<file path="src/rtl/psoc_audio_pkg.sv">
// Shared register map, bit indices and types for the audio subsystem blocks.
// Offsets and bit positions are mirrored by the firmware headers.
package psoc_audio_pkg;

    localparam int unsigned HALF_W = 16;

    localparam logic [1:0] REG_DATA   = 2'd0;
    localparam logic [1:0] REG_STATUS = 2'd1;
    localparam logic [1:0] REG_CTRL   = 2'd2;

    localparam int unsigned ST_EMPTY = 8;
    localparam int unsigned ST_FULL  = 9;
    localparam int unsigned ST_OVF   = 10;
    localparam int unsigned ST_HIGH  = 11;

    localparam int unsigned CTRL_EN      = 0;
    localparam int unsigned CTRL_OVF_CLR = 1;
    localparam int unsigned CTRL_FLUSH   = 2;

    typedef struct packed {
        logic [HALF_W-1:0] left;
        logic [HALF_W-1:0] right;
    } i2s_frame_t;

    typedef enum logic [1:0] {
        RX_IDLE,
        RX_WAIT_SYNC,
        RX_LEFT,
        RX_RIGHT
    } rx_state_t;

    // Move a right-justified word of 'width' bits to the MSBs of a half-frame
    function automatic logic [HALF_W-1:0] align_word(input logic [HALF_W-1:0] w,
                                                     input int unsigned width);
        return w << (HALF_W - width);
    endfunction

endpackage

</file>
<file path="src/rtl/psoc_sync_fifo.sv">
// Generic synchronous FIFO with occupancy count and a flush that wins over push/pop.
// A push into a full FIFO is accepted only when a pop frees a slot in the same cycle.
module psoc_sync_fifo #(
    parameter int unsigned WIDTH = 32,
    parameter int unsigned DEPTH = 16,
    localparam int unsigned CNT_W = $clog2(DEPTH) + 1
) (
    input  logic             clk,
    input  logic             rstn,
    input  logic             flush,
    input  logic             push,
    input  logic [WIDTH-1:0] push_data,
    input  logic             pop,
    output logic [WIDTH-1:0] head,
    output logic [CNT_W-1:0] count,
    output logic             full,
    output logic             empty
);
    localparam int unsigned ADDR_W = $clog2(DEPTH);

    logic [WIDTH-1:0]  mem [DEPTH];
    logic [ADDR_W-1:0] wr_ptr;
    logic [ADDR_W-1:0] rd_ptr;
    logic              do_push_c;
    logic              do_pop_c;

    assign empty     = (count == '0);
    assign full      = (count == CNT_W'(DEPTH));
    assign do_pop_c  = pop & ~empty;
    assign do_push_c = push & (~full | do_pop_c);
    assign head      = mem[rd_ptr];

    // Storage needs no reset: the count defines which entries are live
    always_ff @(posedge clk) begin
        if (do_push_c && !flush) begin
            mem[wr_ptr] <= push_data;
        end
    end

    always_ff @(posedge clk) begin
        if (!rstn || flush) begin
            wr_ptr <= '0;
            rd_ptr <= '0;
            count  <= '0;
        end else begin
            if (do_push_c) begin
                wr_ptr <= wr_ptr + ADDR_W'(1);
            end
            if (do_pop_c) begin
                rd_ptr <= rd_ptr + ADDR_W'(1);
            end
            case ({do_push_c, do_pop_c})
                2'b10:   count <= count + CNT_W'(1);
                2'b01:   count <= count - CNT_W'(1);
                default: count <= count;
            endcase
        end
    end

endmodule

</file>
<file path="src/rtl/psoc_i2s_rx.sv">
// I2S slave receiver: oversampled pad inputs, L/R deserialiser, stereo frame FIFO
// read over Wishbone, and a level interrupt when the FIFO fill reaches a threshold.
module psoc_i2s_rx
    import psoc_audio_pkg::*;
#(
    parameter int unsigned SAMPLE_WIDTH    = 16,
    parameter int unsigned FIFO_DEPTH      = 16,
    parameter int unsigned FIFO_HIGH_LEVEL = 8
) (
    input  logic        clk,
    input  logic        rstn,
    input  logic [31:0] wb_adr_i,
    input  logic [31:0] wb_dat_i,
    output logic [31:0] wb_dat_o,
    input  logic        wb_we_i,
    input  logic [3:0]  wb_sel_i,
    input  logic        wb_stb_i,
    output logic        wb_ack_o,
    output logic        fifo_high,
    input  logic        i2s_sclk,
    input  logic        i2s_lrclk,
    input  logic        i2s_sdata
);
    localparam int unsigned CNT_W = $clog2(FIFO_DEPTH) + 1;
    localparam int unsigned BIT_W = $clog2(SAMPLE_WIDTH + 2);
    localparam logic [BIT_W-1:0] BIT_DONE = BIT_W'(SAMPLE_WIDTH + 1);

    logic [1:0]              sclk_sync, lrclk_sync, sdata_sync;
    logic                    sclk_d, lr_prev;
    logic                    smp_c, lr_c, lr_fall_c, lr_rise_c;
    logic [BIT_W-1:0]        bit_cnt, bit_idx_c;
    logic                    word_ok_c;
    logic [SAMPLE_WIDTH-1:0] shift_q, left_q;
    logic                    frame_bad;
    rx_state_t               state, state_nxt;
    logic                    latch_left_c, mark_bad_c, new_frame_c, push_c;
    i2s_frame_t              frame_c;
    logic                    en, ovf;
    logic                    acc_c, wr_ctrl_c, pop_c, flush_c, ovf_set_c;
    logic [31:0]             rdata_c;
    logic [31:0]             fifo_head;
    logic [CNT_W-1:0]        fifo_count;
    logic                    fifo_full, fifo_empty;
    logic                    unused_wb;

    assign unused_wb = ^{wb_sel_i, wb_adr_i[31:4], wb_adr_i[1:0], wb_dat_i[31:3]};

    // Two-flop synchronisers plus a delayed sclk copy for rising-edge detection
    always_ff @(posedge clk) begin
        if (!rstn) begin
            sclk_sync  <= '0;
            lrclk_sync <= '0;
            sdata_sync <= '0;
            sclk_d     <= 1'b0;
        end else begin
            sclk_sync  <= {sclk_sync[0], i2s_sclk};
            lrclk_sync <= {lrclk_sync[0], i2s_lrclk};
            sdata_sync <= {sdata_sync[0], i2s_sdata};
            sclk_d     <= sclk_sync[1];
        end
    end

    assign smp_c     = sclk_sync[1] & ~sclk_d;
    assign lr_c      = lrclk_sync[1];
    assign lr_fall_c = smp_c & lr_prev & ~lr_c;
    assign lr_rise_c = smp_c & ~lr_prev & lr_c;
    assign bit_idx_c = (lr_c != lr_prev) ? '0 : bit_cnt;
    // bit_cnt still describes the word that the current lrclk change terminates
    assign word_ok_c = (bit_cnt == BIT_DONE);

    // Index 0 is the I2S delay bit; indices past SAMPLE_WIDTH saturate and are dropped
    always_ff @(posedge clk) begin
        if (!rstn) begin
            lr_prev <= 1'b0;
            bit_cnt <= '0;
            shift_q <= '0;
        end else if (smp_c) begin
            lr_prev <= lr_c;
            bit_cnt <= (bit_idx_c == BIT_DONE) ? BIT_DONE : bit_idx_c + BIT_W'(1);
            if (bit_idx_c != '0 && bit_idx_c != BIT_DONE) begin
                shift_q <= {shift_q[SAMPLE_WIDTH-2:0], sdata_sync[1]};
            end
        end
    end

    always_ff @(posedge clk) begin
        if (!rstn) begin
            state <= RX_IDLE;
        end else begin
            state <= state_nxt;
        end
    end

    always_comb begin
        state_nxt    = state;
        latch_left_c = 1'b0;
        mark_bad_c   = 1'b0;
        new_frame_c  = 1'b0;
        push_c       = 1'b0;
        if (!en) begin
            state_nxt = RX_IDLE;
        end else begin
            case (state)
                RX_IDLE: state_nxt = RX_WAIT_SYNC;
                RX_WAIT_SYNC: begin
                    if (lr_fall_c) begin
                        state_nxt   = RX_LEFT;
                        new_frame_c = 1'b1;
                    end
                end
                RX_LEFT: begin
                    if (lr_rise_c) begin
                        state_nxt    = RX_RIGHT;
                        latch_left_c = word_ok_c;
                        mark_bad_c   = ~word_ok_c;
                    end
                end
                RX_RIGHT: begin
                    if (lr_fall_c) begin
                        state_nxt   = RX_LEFT;
                        new_frame_c = 1'b1;
                        push_c      = word_ok_c & ~frame_bad;
                    end
                end
                default: state_nxt = RX_IDLE;
            endcase
        end
    end

    always_ff @(posedge clk) begin
        if (!rstn) begin
            frame_bad <= 1'b0;
            left_q    <= '0;
        end else begin
            if (new_frame_c) begin
                frame_bad <= 1'b0;
            end else if (mark_bad_c) begin
                frame_bad <= 1'b1;
            end
            if (latch_left_c) begin
                left_q <= shift_q;
            end
        end
    end

    assign frame_c.left  = align_word(HALF_W'(left_q), SAMPLE_WIDTH);
    assign frame_c.right = align_word(HALF_W'(shift_q), SAMPLE_WIDTH);

    // Access qualifier is high only in the cycle that raises ack
    assign acc_c     = wb_stb_i & ~wb_ack_o;
    assign wr_ctrl_c = acc_c & wb_we_i & (wb_adr_i[3:2] == REG_CTRL);
    assign pop_c     = acc_c & ~wb_we_i & (wb_adr_i[3:2] == REG_DATA) & ~fifo_empty;
    assign flush_c   = wr_ctrl_c & wb_dat_i[CTRL_FLUSH];
    assign ovf_set_c = push_c & fifo_full & ~pop_c;

    always_comb begin
        rdata_c = '0;
        case (wb_adr_i[3:2])
            REG_DATA: begin
                if (!fifo_empty) begin
                    rdata_c = fifo_head;
                end
            end
            REG_STATUS: begin
                rdata_c[7:0]     = 8'(fifo_count);
                rdata_c[ST_EMPTY] = fifo_empty;
                rdata_c[ST_FULL]  = fifo_full;
                rdata_c[ST_OVF]   = ovf;
                rdata_c[ST_HIGH]  = fifo_high;
            end
            REG_CTRL: rdata_c[CTRL_EN] = en;
            default:  rdata_c = '0;
        endcase
    end

    psoc_sync_fifo #(
        .WIDTH ($bits(i2s_frame_t)),
        .DEPTH (FIFO_DEPTH)
    ) u_fifo (
        .clk       (clk),
        .rstn      (rstn),
        .flush     (flush_c),
        .push      (push_c),
        .push_data (frame_c),
        .pop       (pop_c),
        .head      (fifo_head),
        .count     (fifo_count),
        .full      (fifo_full),
        .empty     (fifo_empty)
    );

    always_ff @(posedge clk) begin
        if (!rstn) begin
            wb_ack_o  <= 1'b0;
            wb_dat_o  <= '0;
            en        <= 1'b0;
            ovf       <= 1'b0;
            fifo_high <= 1'b0;
        end else begin
            wb_ack_o  <= acc_c;
            wb_dat_o  <= (acc_c && !wb_we_i) ? rdata_c : '0;
            fifo_high <= (fifo_count >= CNT_W'(FIFO_HIGH_LEVEL));
            if (wr_ctrl_c) begin
                en <= wb_dat_i[CTRL_EN];
                if (wb_dat_i[CTRL_OVF_CLR]) begin
                    ovf <= 1'b0;
                end
            end
            if (ovf_set_c) begin
                ovf <= 1'b1;
            end
        end
    end

endmodule

</file>
<file path="config.mk">
export PLATFORM = sky130hd
export DESIGN_NAME = psoc_i2s_rx
export DESIGN_NICKNAME = d
export VERILOG_FILES = /design/src/rtl/psoc_audio_pkg.sv /design/src/rtl/psoc_sync_fifo.sv /design/src/rtl/psoc_i2s_rx.sv
export SDC_FILE = /design/constraint.sdc
export NUM_CORES = 1
export LEC_CHECK = 0
export BUFFER_PORTS_ARGS = -buffer_cell sky130_fd_sc_hd__buf_2
export CAP_MARGIN = 20
export CORE_MARGIN = 2
export CORE_UTILIZATION = 40
export DETAILED_ROUTE_END_ITERATION = 7
export RECOVER_POWER = 100
export SYNTH_ARGS = -nofsm -noshare
export SYNTH_HDL_FRONTEND = slang
export SYNTH_HIERARCHICAL = 1
export SYNTH_SLANG_ARGS = --single-unit
</file>
<file path="constraint.sdc">
create_clock -name clk -period 3.2 [get_ports clk]
set_input_delay 0.64 -clock clk [delete_from_list [all_inputs] [get_ports clk]]
set_output_delay 0.64 -clock clk [all_outputs]
set_load 0.05 [all_outputs]
</file>
Yosys cells after proc, flatten, opt, wreduce, memory -nomap -nowiden
Memory sizes are Yosys's and may differ from the RTL's. A register that Yosys moved wholly into a read port is not among the register bits.
Index checks and enable logic that the tools add are counted.

storage, ports and cells
  flip-flop bits (word level) = 97
  bits in writable memories = 512
  input bits = 75
  logic and storage cells = 121
  memories = 1

memories
  memory      words  bits a word  rd ports  clocked after Yosys merged registers in  write ports  RTL line              source
  u_fifo.mem  16     32           1         1                                        1            psoc_sync_fifo.sv:21  logic [WIDTH-1:0] mem [DEPTH];

cells by class
  add/subtract/negate cells = 5
  magnitude comparators = 1
  equality and inequality tests = 14
  muxes and demuxes = 28
  bitwise gates (word level) = 31
  reduce and logical (&&, ||, !) cells = 22

operators with widths
  cell                                                                   count
  11-bit case mux with 2 select lines                                    1
  1-bit bitwise AND                                                      17
  1-bit two-way mux                                                      17
  5-bit equality test, second input constant                             3
  1-bit NOT                                                              13
  12-bit two-way mux                                                     1
  5-bit by 1-bit adder with 5-bit output, second input constant          2
  5-bit two-way mux                                                      2
  5-bit case mux with 2 select lines                                     1
  2-bit AND reduction                                                    5
  4-bit by 1-bit adder with 4-bit output, second input constant          2
  2-bit equality test, second input constant                             4
  4-bit two-way mux                                                      2
  2-bit by 1-bit equality test with 1-bit output, second input constant  3
  2-bit case mux with 3 select lines                                     1
  2-bit nonzero test                                                     3
  5-bit by 4-bit >= comparator with 1-bit output, second input constant  1
  5-bit zero test                                                        1
  5-bit inequality test, second input constant                           1
  5-bit nonzero test                                                     1
  5-bit by 1-bit subtractor with 5-bit output, second input constant     1
  2-bit zero test                                                        2
  2-bit two-way mux                                                      2
  2-bit OR reduction                                                     2
  9 further kinds                                                        13

Logic depth before layout (Yosys ltp)
  depth after elaboration = 11
  mapped depth = 13

Modules after synthesis
The synthesis kept the hierarchy.

by module, submodules not included
  module          times used  cells an instance  area an instance (sq um)  seq. area each (sq um)
  psoc_sync_fifo  1           910                20141.8                   15715.1
  psoc_i2s_rx     1           288                3072.9                    1681.6

Least setup slack after synthesis
No wires, ideal clock.

  path kind = register to register
  start = register u_fifo.count[3]
  end = register u_fifo.count[4]
  arrival = 3.020 ns
  required time = 3.080 ns
  path slack = 0.061 ns
  cell stages (with the launch flop) = 14
  buffers on the path = 1
  clock period less this slack = 3.139 ns
  cells stage by stage = dfxtp_1 -> or4_4 -> buf_6 -> nor2_1 -> nor2_1 -> and3_1 -> nor2b_1 -> o21ai_4 -> inv_1 -> ha_1 -> nand2b_1 -> a21o_1 -> a2111o_1 -> a211o_1

between the ends
  word-level cells in the longest chain between the ends = 8

RTL lines
  element                                                                                       RTL line              source
  start: declaration                                                                            psoc_sync_fifo.sv:15  output logic [CNT_W-1:0] count,
  start signal: assignment                                                                      psoc_sync_fifo.sv:53  2'b10: count <= count + CNT_W'(1);
  start signal: assignment                                                                      psoc_sync_fifo.sv:54  2'b01: count <= count - CNT_W'(1);
  start signal: assignment                                                                      psoc_sync_fifo.sv:55  default: count <= count;
  5-bit zero test (*)                                                                           psoc_sync_fifo.sv:27  assign empty = (count == '0);
  named net fifo_empty                                                                          psoc_i2s_rx.sv:43     logic fifo_full, fifo_empty;
  1-bit NOT (*)                                                                                 psoc_i2s_rx.sv:152    assign pop_c = acc_c & ~wb_we_i & (wb_adr_i[3:2] == REG_DATA) & ~fifo_empty;
  1-bit bitwise AND (*)                                                                         psoc_i2s_rx.sv:152
  named net pop_c                                                                               psoc_i2s_rx.sv:39     logic acc_c, wr_ctrl_c, pop_c, flush_c, ovf_set_c;
  1-bit bitwise AND (*)                                                                         psoc_sync_fifo.sv:29  assign do_pop_c = pop & ~empty;
  1-bit bitwise OR                                                                              psoc_sync_fifo.sv:30  assign do_push_c = push & (~full | do_pop_c);
  1-bit bitwise AND                                                                             psoc_sync_fifo.sv:30
  2-bit by 1-bit equality test with 1-bit output / 2-bit equality test (equally long branches)  psoc_sync_fifo.sv:52  case ({do_push_c, do_pop_c})
  5-bit case mux with 2 select lines / 2-bit nonzero test (equally long branches)               -

Mark *: on every way through the listed nets, which the timed path passes. The rest lies on a longest branch.
A chain may end at the register's enable or synchronous reset.

Worst setup path in the final report
  start = register u_fifo.count[0]
  end = memory u_fifo.mem[14][20], enable pin

between the ends
  word-level cells in the longest chain between the ends = 9

RTL lines
  element                                  RTL line              source
  5-bit zero test                          psoc_sync_fifo.sv:27
  named net fifo_empty                     psoc_i2s_rx.sv:43
  1-bit NOT                                psoc_i2s_rx.sv:152
  1-bit bitwise AND                        psoc_i2s_rx.sv:152
  named net pop_c                          psoc_i2s_rx.sv:39
  1-bit bitwise AND                        psoc_sync_fifo.sv:29
  1-bit bitwise OR                         psoc_sync_fifo.sv:30
  1-bit bitwise AND                        psoc_sync_fifo.sv:30
  1-bit logical AND                        psoc_sync_fifo.sv:35  if (do_push_c && !flush) begin
  1-bit two-way mux                        psoc_sync_fifo.sv:35
  1-bit two-way mux (implied by the code)  psoc_sync_fifo.sv:36  mem[wr_ptr] <= push_data;
  end: declaration                         psoc_sync_fifo.sv:21

The timed path passes the listed nets, and every way through them passes these cells.

==> impl_metrics.tcl <==
set metrics [dict create \
    layout.cells.non_filler 2120 \
    synth_edf_count 512 \
    drive_gt1_frac 0.233 \
    yosys_warnings 6 \
    numClockSinks 613 \
    yosys.cell_types.count 61 \
    drt-initial-drc-count 807 \
    io_buffers 45 \
    syn_to_final_growth_pct 15.0 \
    seqCellArea_um2 17400 \
    grt-ovfl-total 0 \
    fin_nets 1390 \
    seq_area_frac_synth 0.749 \
    maxCapViolCount 1 \
    r2r_slack_ns 0.17 \
    arrival_ns 3.36 \
    critPathKind "reg -> reg" \
    syn_area_um2 23200 \
    clock_skew_ns 0.0214 \
    drt-total-wl_um 51100 \
    grt_usage 0.174 \
    final.setup.tns_ns 0 \
    min_period_over_period 0.947 \
    ys_async_sr_fraction 0 \
    holdCritStartpoint "wb_we_i" \
    synth_nets 1285 \
    tritoncts "done" \
    drt-pass1-iter-count 4 \
    num_rows 88 \
    critPathMaxStageDelay_ns 0.54 \
    whs_path_depth 2 \
    crit_path_top_delay_cell "or4_4" \
    slew_violations 0 \
    cts_buffer_depth 3 \
    outcome "finished with violations" \
    netlist.area_leader.share 0.662 \
    relSlewSlack 0.000747 \
    antenna_left 0 \
    ys_top_cells_by_area "edfxtp_1 (66%), mux4_2 (12%), dfxtp_1 (8.7%), a22oi_1 (2.1%), mux2i_1 (1.6%)" \
    syn_inst 1198 \
    wl_per_cell_um 24.1 \
    yosysTopAreaCell "edfxtp_1" \
    rr_worst_depth 10 \
    num_vias 11500 \
    routed_via_density 5.42 \
    rsz0062_at_grt "false" \
    clk_pin_slew_ns 0.06 \
    p_per_area_nw_per_um2 591 \
    setup_viol 0 \
    grt_max_degree 33 \
    worstPathCellList "or4_4 > nor2_2 > nor2_1 > and3_1 > buf_4 > nand2b_1 > o21ai_2 > nor2_1 > and3_2 > buf_6" \
    clk_latency_ns 0.63 \
    fillers 4865 \
    htreeDepth 2 \
    gp_congestion 0.752 \
    fp.coreArea_um2 57600 \
    synth.avg_cell_area_um2 19.4 \
    grt_pass1_wl_um 76600 \
    cp_common_cell "nor2_1" \
    peakVddDrop_uv 406 \
    dp_slack_ns 0.0915 \
    crit_path_end_kind "register" \
    dieWidth_um 245 \
    antenna_found_initial 1 \
    hold_viol_final 0 \
    postCtsSetupRepairBufs 0 \
    dp.cells 2006 \
    post-dp-hpwl_um 29600 \
    r2r_end "u_fifo/mem[14][20]" \
    period_minus_slack_ns 3.03 \
    ioPinCount 109 \
    violations "capacitance limit" \
    cts_resized 0 \
    die-area_um2 60000 \
    worstPathRequired_ns 3.53 \
    timing.final.ws_setup_ns 0.168 \
    synth.ff_latch_count 613 \
    rr_startpoint "u_fifo/count[0]" \
    drc_errors 0 \
    ys.flop_type "edfxtp_1" \
    diodes 0 \
    cp-start-kind "register" \
    p_leak_nw 9.12 \
    die_h_um 245 \
    cts_buffers 60 \
    first_global_vias 12200 \
    hold_buffers 0 \
    worst_pin_slew_ns 1.49 \
    hold_path_end "wb_dat_o[0]" \
    max_freq_mhz 330 \
    multi_input_area_um2 5500 \
    start_util 0.403 \
    min_path_type "in -> reg" \
    path_delay_family "simple AND/OR/NAND/NOR gates" \
    path_buf_inv 2 \
    cp_max_fo 25 \
    cts_root_buffer "clkbuf_16" \
]
[how the worst max path moves through the flow]
stage                    start                 end  slack (ns)  depth (start not counted)
2_1_floorplan  u_fifo/count[3]     u_fifo/count[4]        0.06                         13
4_1_cts        u_fifo/count[3]     u_fifo/count[4]        0.06                         12
3_3_place_gp   u_fifo/count[3]     u_fifo/count[4]        0.13                         12
6_report       u_fifo/count[0]  u_fifo/mem[14][20]        0.17                         10
3_5_place_dp   u_fifo/count[3]     u_fifo/count[4]        0.09                         12
5_1_grt        u_fifo/count[0]   u_fifo/mem[3][29]        0.02                         10
[area by class of cell]
cell class | count | area share
Clock inverter | 30 | 0.0133
Sequential cell | 613 | 0.652
Multi-Input combinational cell | 512 | 0.206
Inverter | 13 | 0.00183
Tap cell | 765 | 0.0359
Clock buffer | 84 | 0.0627
Timing Repair Buffer | 103 | 0.0282
[power breakdown]
part / switching [mW] / total, mW / internal (mW)
sequential: 0.00469 / 8.53 / 8.52
combinational: 0.0372 / 0.0589 / 0.0216
clock: 2.96 / 7.18 / 4.21
total: 3.01 / 15.8 / 12.8
[stage by stage]
| stage | hold slack, ns | area [um^2] | power [mW] | utilization |
|---|---|---|---|---|
| floorplan | 0.412 | 23200 | 8.74 | - |
| global placement | 0.415 | 24900 | 8.76 | 0.433 |
| CTS | 0.169 | 27000 | 15.9 | 0.468 |
| global route | 0.198 | 26700 | 16.2 | 0.464 |
| finish | 0.221 | 26700 | 15.8 | 0.464 |
| detailed placement | 0.423 | 24900 | 8.76 | 0.433 |
[flip-flops by register name, indices dropped and copies added (netlist names), named ones only]
signal         cells
bit_cnt            5
ovf                1
u_fifo/wr_ptr      4
state              2
wb_ack_o           1
u_fifo/rd_ptr      4
fifo_high          1
wb_dat_o          32
u_fifo/count       5
sclk_d             1
lr_prev            1
sclk_sync          2
shift_q           16
frame_bad          1
lrclk_sync         2
u_fifo/mem       512
en                 1
left_q            16
sdata_sync         2
[Yosys cell counts (all sizes together), types with 2 or more instances]
library cell and count:
a211oi 2, a21boi 5, a21o 2, a21oi 5, a22o 8, a22oi 64
and2 35, and3 17, and4 4, buf 22, clkbuf 38, dfxtp 101
edfxtp 512, ha 11, inv 13, mux2i 36, mux4 128, nand2 68
nand2b 7, nand3 8, nand4 5, nor2 30, nor2b 27, nor3 6
nor3b 2, o211ai 3, o21ai 10, o31ai 2, or4 3, xnor2 3
xor2 4
[metal layers]
metal  track usage  vias up  share of wire
met1         0.228     6103           0.43
met4        0.0569        0          0.025
li1              -     5045              -
met5             0        -              0
met2         0.295      264           0.50
met3        0.0281       75          0.047
[worst reg2reg max path: cells and delay by family (launching register included)]
kind / cells / cell delay (ns)
buffers and inverters: 2 / 0.45
flip-flops: 1 / 0.36
AO/OA/AOI/OAI: 1 / 0.24
AND/OR/NAND/NOR: 7 / 1.69
[placed cells by master (no fill, tap or decap), types with 6 or more instances in the layout]
cell / instances
a22o_1: 8
a22oi_1: 64
and2_0: 16
and2_1: 18
and3_2: 13
buf_12: 11
buf_2: 11
buf_4: 23
buf_6: 8
bufinv_16: 7
clkbuf_1: 56
clkbuf_16: 61
clkbuf_2: 6
clkbuf_8: 6
clkinv_1: 8
clkinv_2: 9
dfxtp_1: 98
edfxtp_1: 512
ha_1: 11
inv_1: 12
mux2i_1: 36
mux4_2: 128
nand2_1: 67
nand2b_1: 7
nand3_1: 7
nor2_1: 28
nor2b_1: 25
nor3_1: 6
o21ai_0: 7
[kinds of logic (layout without fill, tap and decap cells)]
| kind of cell | after synthesis | in the layout | share of synthesized area |
|---|---|---|---|
| DFF | 613 | 613 | 0.749 |
| and+or+nand+nor | 220 | 220 | 0.0517 |
| muxes | 164 | 164 | 0.140 |
| AOI/OAI and AO/OA | 109 | 109 | 0.0356 |
| buffers and inverters | 73 | 230 | 0.0139 |
| adders and majority gates | 12 | 12 | 0.00679 |
| xor gates and xnor gates | 7 | 7 | 0.00296 |
Power figures use the tool's default switching activity.
